File: src/rtl/pipe_stage_reg.sv
// Parametrised pipeline-stage register: DEPTH slices of {valid, ctrl, data, pc} with stall, flush and flush_all.
// Optional PIPE_STAGE_PERF_EN adds the stall_cnt / bubble_cnt performance counters.
module pipe_stage_reg #(
  parameter int                CTRL_W      = 16,
  parameter int                DATA_W      = 96,
  parameter int                PC_W        = 32,
  parameter int                DEPTH       = 1,
  parameter logic [CTRL_W-1:0] BUBBLE_CTRL = '0,
  localparam int               OCC_W       = $clog2(DEPTH + 1)
) (
  input  logic              clk,
  input  logic              rst,
  input  logic              stall,
  input  logic              flush,
  input  logic              flush_all,
  input  logic              in_valid,
  input  logic [CTRL_W-1:0] in_ctrl,
  input  logic [DATA_W-1:0] in_data,
  input  logic [PC_W-1:0]   in_pc,
`ifdef PIPE_STAGE_PERF_EN
  output logic [31:0]       stall_cnt,
  output logic [31:0]       bubble_cnt,
`endif
  output logic              out_valid,
  output logic [CTRL_W-1:0] out_ctrl,
  output logic [DATA_W-1:0] out_data,
  output logic [PC_W-1:0]   out_pc,
  output logic [OCC_W-1:0]  occupancy
);

  // Handshake: valid-only, no ready. An entry is accepted into slice 0 whenever
  // stall, flush and flush_all are all low; in_valid=0 then loads a bubble.

  if (DEPTH < 1 || DEPTH > 4) begin : g_depth_check
    $error("pipe_stage_reg: DEPTH must be in 1..4");
  end

  logic [DEPTH-1:0] v_q;
  logic [CTRL_W-1:0] ctrl_q [DEPTH];
  logic [DATA_W-1:0] data_q [DEPTH];
  logic [PC_W-1:0]   pc_q   [DEPTH];

  always_ff @(posedge clk) begin
    if (rst) begin
      for (int k = 0; k < DEPTH; k++) begin
        v_q[k]    <= 1'b0;
        ctrl_q[k] <= BUBBLE_CTRL;
        data_q[k] <= '0;
        pc_q[k]   <= '0;
      end
    end else if (flush_all) begin
      // Data is left alone so forwarding paths keep stable operands.
      for (int k = 0; k < DEPTH; k++) begin
        v_q[k]    <= 1'b0;
        ctrl_q[k] <= BUBBLE_CTRL;
        pc_q[k]   <= '0;
      end
    end else begin
      if (flush) begin
        v_q[0]    <= 1'b0;
        ctrl_q[0] <= BUBBLE_CTRL;
        data_q[0] <= in_data;
        pc_q[0]   <= '0;
      end else if (!stall) begin
        v_q[0]    <= in_valid;
        ctrl_q[0] <= in_valid ? in_ctrl : BUBBLE_CTRL;
        data_q[0] <= in_data;
        pc_q[0]   <= in_pc;
      end
      if (!stall) begin
        for (int k = 1; k < DEPTH; k++) begin
          v_q[k]    <= v_q[k-1];
          ctrl_q[k] <= ctrl_q[k-1];
          data_q[k] <= data_q[k-1];
          pc_q[k]   <= pc_q[k-1];
        end
      end
    end
  end

  assign out_valid = v_q[DEPTH-1];
  assign out_ctrl  = ctrl_q[DEPTH-1];
  assign out_data  = data_q[DEPTH-1];
  assign out_pc    = pc_q[DEPTH-1];

  always_comb begin
    occupancy = '0;
    for (int k = 0; k < DEPTH; k++) begin
      occupancy = occupancy + OCC_W'(v_q[k]);
    end
  end

`ifdef PIPE_STAGE_PERF_EN
  logic slot0_bubble;
  // Slice 0 loads a bubble on any flush, or on an advance with in_valid low.
  assign slot0_bubble = flush_all || flush || (!stall && !in_valid);

  always_ff @(posedge clk) begin
    if (rst) begin
      stall_cnt  <= '0;
      bubble_cnt <= '0;
    end else begin
      if (stall && !flush && !flush_all) stall_cnt <= stall_cnt + 32'd1;
      if (slot0_bubble) bubble_cnt <= bubble_cnt + 32'd1;
    end
  end
`endif

endmodule

File: config.mk
export PLATFORM = sky130hd
export DESIGN_NAME = pipe_stage_reg
export DESIGN_NICKNAME = d
export VERILOG_FILES = /design/src/rtl/pipe_stage_reg.sv
export SDC_FILE = /design/constraint.sdc
export NUM_CORES = 1
export LEC_CHECK = 0
export ABC_AREA = 0
export CORE_MARGIN = 2
export CORE_UTILIZATION = 40
export DETAILED_ROUTE_END_ITERATION = 16
export GPL_ROUTABILITY_DRIVEN = 0
export PLACE_DENSITY_LB_ADDON = 0.3
export REMOVE_ABC_BUFFERS = 1
export SYNTH_ARGS = -nofsm -noshare
export SYNTH_HDL_FRONTEND = slang
export SYNTH_SLANG_ARGS = --single-unit
File: constraint.sdc
create_clock -name clk -period 8 [get_ports clk]
set_clock_uncertainty 0.05 [all_clocks]
set_input_delay 0.8 -clock clk [delete_from_list [all_inputs] [get_ports clk]]
set_output_delay 0.8 -clock clk [all_outputs]
set_load 0.05 [all_outputs]
==> run metrics, run 1 <==
die width 124 um; clock transition at the registers of the reported paths 0.06 ns; cell row count 43; Final Hold Fails 0; Max-Cap Viols 0; vias in the first global route 3977; flops & latches, synth 145; CTS tree yes; placed inst area 0.00888 mm^2; RSZ-0062 raised after global routing no; synth unique cells 17; most used cell along the critical path buf_4; cts repair resizes 0; Final ANT Viol Nets 0; overall die height 124 um; Final min period 3.00 ns; most frequent cells in the layout 295 x clkdlybuf4s50_1, 144 x edfxtp_1, 56 x nor3b_1; postcts setup bufs 0; drt first-iter violations 291; vias per cell 4.77; post-cts hold buffer count 0; Hold Path Class reg2reg; Fmax 0.333 GHz; Critical Path Start Type primary input; vias post-DR 3862; routed wire length 14600 um; total gr overflow 0; Critical Path AT 2.96 ns; routed len/inst 18.1 um; Mapped Cells 326; power per cell area 219 mW/mm^2; initial antenna violation count 0; # fillers 971; Worst-Margin Slew 1.23 ns; Avg Synthesized Cell Area 17.8 um^2; Starting Density 41.3%; total clock sinks 145; total CTS buffers 17; Worst Path Max Fanout 96; drt pass-1 iters 4; full die area 0.0155 mm^2; Clk Latency, worst-skew pair 0.40 ns; outcome completed; DRC 0; Slew Limit Fails 0; post-route design area 0.00943 mm^2; largest net degree at the start of global routing 97; synth top area cells edfxtp_1 75%, nor3b_2 8.6%, nor3b_1 7.3%; Post-Layout Cell Count 810; register area share after synthesis 74.9%; VDD IR-drop max 0.115 mV; port bufs 295; post-synth top area cell edfxtp_1; first-pass GRT wire length 22400 um; Root Buffer clkbuf_16; top cell type's share of synthesized area 74.6%; most common cell after layout, fill and taps aside clkdlybuf4s50_1; Tcrit/Tclk final 37.5%; LEAKAGE 3.40 nW; CP max-delay cell buf_4; GRT Total Usage 18.8%; share of layout cells above drive strength 1 12.4%; final net count 767; synthesized cell area 0.00580 mm^2; placed cells 778; crit-path cells clkdlybuf4s50_1 -> nor2b_4 -> buf_4 -> o21bai_4 -> buf_4; Core ar. 0.0140 mm^2; fin util 67.1%; Setup CP Type in2reg; area growth from synthesis to layout 62.6%; antenna cell count 0; Relative slew margins 18.0%; CTS max path bufs 2; Final HPWL DP 10400 um; Top Ports 296; Crit. End Element flop; count of final setup violators 0; YS warnings 0; Critical Path Max Stage Delay 0.87 ns; CP required 7.97 ns; number of H-tree levels 4
==> cell families (layout without fill, tap and decap cells) <==
family / Yosys count / in the layout / share of synthesized area, %
and+or+nand+nor: 151 / 151 / 22.1
DFF: 145 / 145 / 74.9
buffers and inverters: 28 / 332 / 2.76
AOI/OAI and AO/OA: 2 / 2 / 0.259
==> cells in the mapped netlist (all sizes together) <==
cell    instances
or4b            1
nor3b          96
and3           16
clkbuf         15
nor2b           2
o21bai          1
or2             1
and2           33
o21a            1
dfxtp           1
nor4            1
buf            13
nor3            1
edfxtp        144
==> worst max-delay path, delay by kind of cell <==
kind / cells / cell delay, ns
compound gates: 1 / 0.18
buf+inv: 3 / 1.81
simple gates: 1 / 0.06
==> report_power, final <==
part / leakage, nW / switching [mW] / total, mW / internal [mW]
Combinational: 1.55 / 0.267 / 0.435 / 0.168
Clock: 0.271 / 0.279 / 0.715 / 0.436
Sequential: 1.59 / 0.0165 / 0.911 / 0.894
==> worst paths after layout <==
kind	from	end	slack, ns	cells past startpoint
worst max-delay path	flush	data_q[0][76]	5.00	5
worst min-delay path	out_valid	out_valid	0.55	2
worst max register to register	out_valid	out_valid	7.24	2
worst min register to register	out_valid	out_valid	0.55	2
==> flip-flops by register name, summed over array words and instances, names as in the netlist <==
register and count:
ctrl_q 16, data_q 96, out_valid 1, pc_q 32
==> routing by layer <==
metal	track usage (%)	wire, um	vias to the layer above	part of all wire, %
li1	-	-	1814	-
met1	20.7	5410	1814	37
met2	32.1	7330	218	50
met3	9.41	1740	16	12
met4	5.42	173	0	1.2
met5	0	0	-	0
==> metrics by stage <==
stage	worst slack [ns]	hold WS, ns	setup TNS [ns]	total power, mW
final	5.00	0.555	0	2.06
after global routing	4.89	0.599	0	2.13
after CTS	5.00	0.555	0	2.08
after detailed placement	4.55	0.527	0	1.36
after global placement	4.64	0.526	0	1.36
after floorplan	-3.82	0.948	-366.75	1.17
==> final cells by class <==
type                       instances  area [um^2]  share of cell area (%)
sequential                       145         4340                    46.1
timing repair buffer             300         2990                    31.7
multi-input combinational        153         1320                    14.0
clock inverter                     5         28.8                   0.305
tap                              180          225                    2.39
clock buffer                      27          513                    5.44
(Power assumes the default switching activity.)
==> inputs of run 2 (changes only) <==
--- a/config.mk
+++ b/config.mk
@@ -7,7 +7,7 @@
 export LEC_CHECK = 0
 export ABC_AREA = 0
 export CORE_MARGIN = 2
-export CORE_UTILIZATION = 40
+export CORE_UTILIZATION = 36
 export DETAILED_ROUTE_END_ITERATION = 16
 export GPL_ROUTABILITY_DRIVEN = 0
 export PLACE_DENSITY_LB_ADDON = 0.3
==> constraint.sdc (replaced) <==
create_clock -name clk -period 2.5 [get_ports clk]
set_clock_uncertainty 0.05 [all_clocks]
set_input_delay 0.25 -clock clk [delete_from_list [all_inputs] [get_ports clk]]
set_output_delay 0.25 -clock clk [all_outputs]
set_load 0.05 [all_outputs]
==> run metrics, run 2 (synthesis gave the netlist of run 1 again) <==
outcome completed (unchanged); largest net degree at the start of global routing 90 (was 97); share of layout cells above drive strength 1 14.4% (was 12.4%); Top Ports 296 (unchanged); switching power 1.92 mW (was 562 uW); Final ANT Viol Nets 0 (unchanged); CTS tree yes (unchanged); most frequent cells in the layout 295 x clkdlybuf4s50_1, 144 x edfxtp_1, 56 x nor3b_1 (unchanged); combinational share of power 21.0% (was 21.1%); DRC 0 (unchanged); number of H-tree levels 4 (unchanged); WP buf/inv 1 (was 3); Fmax 0.521 GHz; register share of total power 42.6% (was 44.2%); GRT Total Usage 17.0% (was 18.8%); vias per cell 4.60 (was 4.77); Relative slew margins 36.7% (was 18.0%); Crit. End Element primary output (was flop); Top reg by flops data_q (unchanged); postcts setup bufs 0 (unchanged); Slew Limit Fails 0 (unchanged); Critical Path Start Type flop (was primary input); cell row count 46 (was 43); CTS max path bufs 2 (unchanged); die width 131 um (was 124 um); cts repair resizes 0 (unchanged); Final HPWL DP 11000 um (was 10400 um); final net count 777 (was 767); LEAKAGE 3.49 nW (was 3.40 nW); Critical Path AT 1.62 ns (was 2.96 ns); vias post-DR 3937 (was 3862); Critical Path Max Stage Delay 0.83 ns (was 0.87 ns); placed inst area 0.00909 mm^2 (was 0.00888 mm^2); first-pass GRT wire length 21400 um (was 22400 um); switching fraction of total power 28.2% (was 27.3%); area growth from synthesis to layout 66.9% (was 62.6%); Tcrit/Tclk final 76.7%; CP max-delay cell clkdlybuf4s50_1 (was buf_4); Largest regs data_q (96), pc_q (32), ctrl_q (16) (unchanged); Worst Path Max Fanout 1 (was 96); Max-Cap Viols 0 (unchanged); Final Hold Fails 0 (unchanged); port bufs 295 (unchanged); Core ar. 0.0158 mm^2 (was 0.0140 mm^2); internal power 4.90 mW (was 1.50 mW); routed len/inst 17.6 um (was 18.1 um); CP required 2.20 ns (was 7.97 ns); vias in the first global route 3921 (was 3977); drt first-iter violations 144 (was 291); clock transition at the registers of the reported paths 0.06 ns (about the same); Worst-Margin Slew 0.948 ns (was 1.23 ns); max reg flops 96 (unchanged); initial antenna violation count 0 (unchanged); total gr overflow 0 (unchanged); post-route design area 0.00968 mm^2 (was 0.00943 mm^2); count of final setup violators 0 (unchanged); crit-path cells clkdlybuf4s50_1 (was clkdlybuf4s50_1 -> nor2b_4 -> buf_4 -> o21bai_4 -> buf_4); total clock sinks 145 (unchanged); VDD IR-drop max 0.427 mV (was 0.115 mV); RSZ-0062 raised after global routing no (unchanged); Clk Latency, worst-skew pair 0.41 ns (was 0.40 ns); Setup CP Type reg2out (was in2reg); # fillers 1174 (was 971); Pwr Total 6.82 mW (was 2.06 mW); antenna cell count 0 (unchanged); full die area 0.0171 mm^2 (was 0.0155 mm^2); post-cts hold buffer count 0 (unchanged); Top delay family on crit path buffers and inverters (unchanged); Starting Density 36.6% (was 41.3%); Root Buffer clkbuf_16 (unchanged); Final min period 1.92 ns; overall die height 131 um (was 124 um); power per cell area 704 mW/mm^2 (was 219 mW/mm^2); routed wire length 15000 um (was 14600 um); Clk pwr share 36.5% (was 34.7%); Hold Path Class in2reg (was reg2reg); drt pass-1 iters 4 (unchanged); total CTS buffers 17 (unchanged); most common cell after layout, fill and taps aside clkdlybuf4s50_1 (unchanged)
## run 2: cell type report
cell class                 instances  area (um^2)  share of cell area, %
clock buffer                      17          425                   4.40
clock inverter                    15          160                   1.66
multi-input combinational        153         1320                   13.7
sequential                       145         4340                   44.9
tap                              216          270                   2.79
timing repair buffer             310         3150                   32.6
## run 2: path summary, 6_finish.rpt
| check | end | start | slack [ns] | depth (start not counted) |
|---|---|---|---|---|
| worst max-delay path | out_pc[15] | pc_q[0][15] | 0.58 | 1 |
| worst min-delay path | pc_q[0][0] | in_pc[0] | 0.44 | 2 |
| worst max register to register | out_valid | out_valid | 1.73 | 2 |
| worst min register to register | out_valid | out_valid | 0.56 | 2 |
## run 2: power by group through the flow
stage          logic, mW  registers [mW]  clock network (mW)
3_5_place_dp        1.44            2.96                   0
2_1_floorplan      0.150            3.60                   0
6_report            1.43            2.90                2.49
5_1_grt             1.48            2.92                2.66
3_3_place_gp        1.43            2.95                   0
4_1_cts             1.44            2.90                2.56
## run 2: metal layers
layer	vias up	global-route usage, %	share of wire (%)	wire [um]
li1	1834	-	-	-
met2	220	27.7	49	7290
met1	1866	19.5	38	5750
met3	17	8.02	12	1780
met5	-	0	0	0
met4	0	6.51	1.4	209
## run 2: stage by stage
step	util [%]	hold slack, ns	instances	setup slack [ns]	setup TNS (ns)
after floorplan	-	0.398	298	-8.77	-1093.16
after global placement	57.4	0.547	824	0.303	0
after detailed placement	57.4	0.551	824	0.269	0
after CTS	61.1	0.412	856	0.544	0
after global routing	61.1	0.418	856	0.531	0
final	61.1	0.437	856	0.581	0
==> inputs of run 3 (changes only) <==
--- a/config.mk
+++ b/config.mk
@@ -7,7 +7,7 @@
 export LEC_CHECK = 0
 export ABC_AREA = 0
 export CORE_MARGIN = 2
-export CORE_UTILIZATION = 36
+export CORE_UTILIZATION = 40
 export DETAILED_ROUTE_END_ITERATION = 16
 export GPL_ROUTABILITY_DRIVEN = 0
 export PLACE_DENSITY_LB_ADDON = 0.3
==> constraint.sdc (replaced) <==
create_clock -name clk -period 1.95 [get_ports clk]
set_clock_uncertainty 0.05 [all_clocks]
set_input_delay 0.195 -clock clk [delete_from_list [all_inputs] [get_ports clk]]
set_output_delay 0.195 -clock clk [all_outputs]
set_load 0.05 [all_outputs]
==> run metrics, run 3 (synthesis gave the netlist of run 1 again) <==
outcome completed (unchanged); Top reg by flops data_q (unchanged); Final ANT Viol Nets 0 (unchanged); vias post-DR 3931 (was 3937); Top delay family on crit path buffers and inverters (unchanged); largest net degree at the start of global routing 64 (was 90); Fmax 0.537 GHz; Pwr Total 9.13 mW (was 6.82 mW); port bufs 295 (unchanged); power per cell area 937 mW/mm^2 (was 704 mW/mm^2); first-pass GRT wire length 23200 um (was 21400 um); Final min period 1.86 ns; vias in the first global route 4071 (was 3921); placed cells 790 (was 824); Relative slew margins 38.9% (was 36.7%); RSZ-0062 raised after global routing no (unchanged); cts repair resizes 0 (unchanged); Critical Path Start Type flop (unchanged); postcts setup bufs 0 (unchanged); share of layout cells above drive strength 1 14.1% (was 14.4%); crit-path cells clkdlybuf4s50_1 (unchanged); GRT Total Usage 19.6% (was 17.0%); drt pass-1 iters 6 (was 4); most common cell after layout, fill and taps aside clkdlybuf4s50_1 (unchanged); GR Util met1 22.5% (was 19.5%); Post-Layout Cell Count 820 (was 856); count of final setup violators 0 (unchanged); Worst-Margin Slew 0.914 ns (was 0.948 ns); number of H-tree levels 4 (unchanged); Starting Density 41.3% (was 36.6%); area growth from synthesis to layout 68.0% (was 66.9%); Largest regs data_q (96), pc_q (32), ctrl_q (16) (unchanged); CP max-delay cell clkdlybuf4s50_1 (unchanged); Core ar. 0.0140 mm^2 (was 0.0158 mm^2); Slew Limit Fails 0 (unchanged); total gr overflow 0 (unchanged); Crit. End Element primary output (unchanged); Worst Path Max Fanout 1 (unchanged); Critical Path Max Stage Delay 0.83 ns (about the same); routing usage on met2 32.2% (was 27.7%); CTS max path bufs 2 (unchanged); Max-Cap Viols 0 (unchanged); Tcrit/Tclk final 95.6%; total CTS buffers 17 (unchanged); drt first-iter violations 189 (was 144); Hold Path Class in2reg (unchanged); # fillers 926 (was 1174); VDD IR-drop max 0.605 mV (was 0.427 mV); cell row count 43 (was 46); CTS tree yes (unchanged); routed len/inst 18.6 um (was 17.6 um); DRC 0 (unchanged); max reg flops 96 (unchanged); overall die height 124 um (was 131 um); GRT Max-Usage Layer met2 (unchanged); Critical Path AT 1.62 ns (about the same); full die area 0.0155 mm^2 (was 0.0171 mm^2); Top Ports 296 (unchanged); fin util 69.4% (was 61.1%); most frequent cells in the layout 295 x clkdlybuf4s50_1, 144 x edfxtp_1, 56 x nor3b_1 (unchanged); LEAKAGE 3.54 nW (was 3.49 nW); placed inst area 0.00910 mm^2 (was 0.00909 mm^2); antenna cell count 0 (unchanged); clock transition at the registers of the reported paths 0.06 ns (about the same); CP required 1.70 ns (was 2.20 ns); die width 124 um (was 131 um); met3 usage 8.81% (was 8.02%); total clock sinks 145 (unchanged); post-route design area 0.00974 mm^2 (was 0.00968 mm^2); initial antenna violation count 0 (unchanged); Setup CP Type reg2out (unchanged); final net count 779 (was 777); Final HPWL DP 11100 um (was 11000 um); WP buf/inv 1 (unchanged); routed wire length 15200 um (was 15000 um); Clk Latency, worst-skew pair 0.41 ns (about the same); post-cts hold buffer count 0 (unchanged); vias per cell 4.79 (was 4.60); Final Hold Fails 0 (unchanged); Root Buffer clkbuf_16 (unchanged)
[run 3: cell types whose count changed in the layout (fill, tap and decap cells not counted)]
| cell | before | now |
|---|---|---|
| clkinv_4 | 4 | 0 |
| bufinv_16 | 2 | 6 |
| buf_4 | 8 | 7 |
| clkinv_1 | 1 | 2 |
| buf_12 | 7 | 10 |
| clkinvlp_4 | 4 | 3 |
| clkbuf_1 | 0 | 1 |
| inv_6 | 3 | 0 |
[run 3: final cells by class]
cell class              count  area, um^2  area share [%]
clock buffers              18         429            4.40
clock inverters            12         215            2.21
multi-input cells         153        1320            13.6
flip-flops and latches    145        4340            44.6
well taps                 180         225            2.31
repair buffers            312        3210            32.9
[run 3: final timing paths]
check | slack, ns | startpoint | end | depth (start not counted)
setup / recovery | 0.09 | pc_q[0][21] | out_pc[21] | 1
setup reg to reg | 1.18 | out_valid | out_valid | 2
hold / removal | 0.38 | in_pc[17] | pc_q[0][17] | 2
hold reg to reg | 0.56 | out_valid | out_valid | 2
[run 3: layer usage]
metal / share of wire [%] / vias to the layer above
met2: 49 / 232
met1: 38 / 1833
met5: 0 / -
li1: - / 1838
met4: 2.3 / 0
met3: 10 / 28
[run 3: report_power, final]
group | internal [mW] | switching (mW) | total (mW)
sequential | 3.66 | 0.0665 | 3.73
clock | 2.37 | 1.18 | 3.55
combinational | 0.731 | 1.11 | 1.84
[run 3: through the flow]
step	TNS, ns	setup slack [ns]	hold slack, ns
6_report	0	0.0861	0.382
3_3_place_gp	0	0.0274	0.520
3_5_place_dp	0	0.0282	0.542
5_1_grt	0	0.0468	0.369
4_1_cts	0	0.0511	0.363
2_1_floorplan	-1188.20	-9.27	0.343
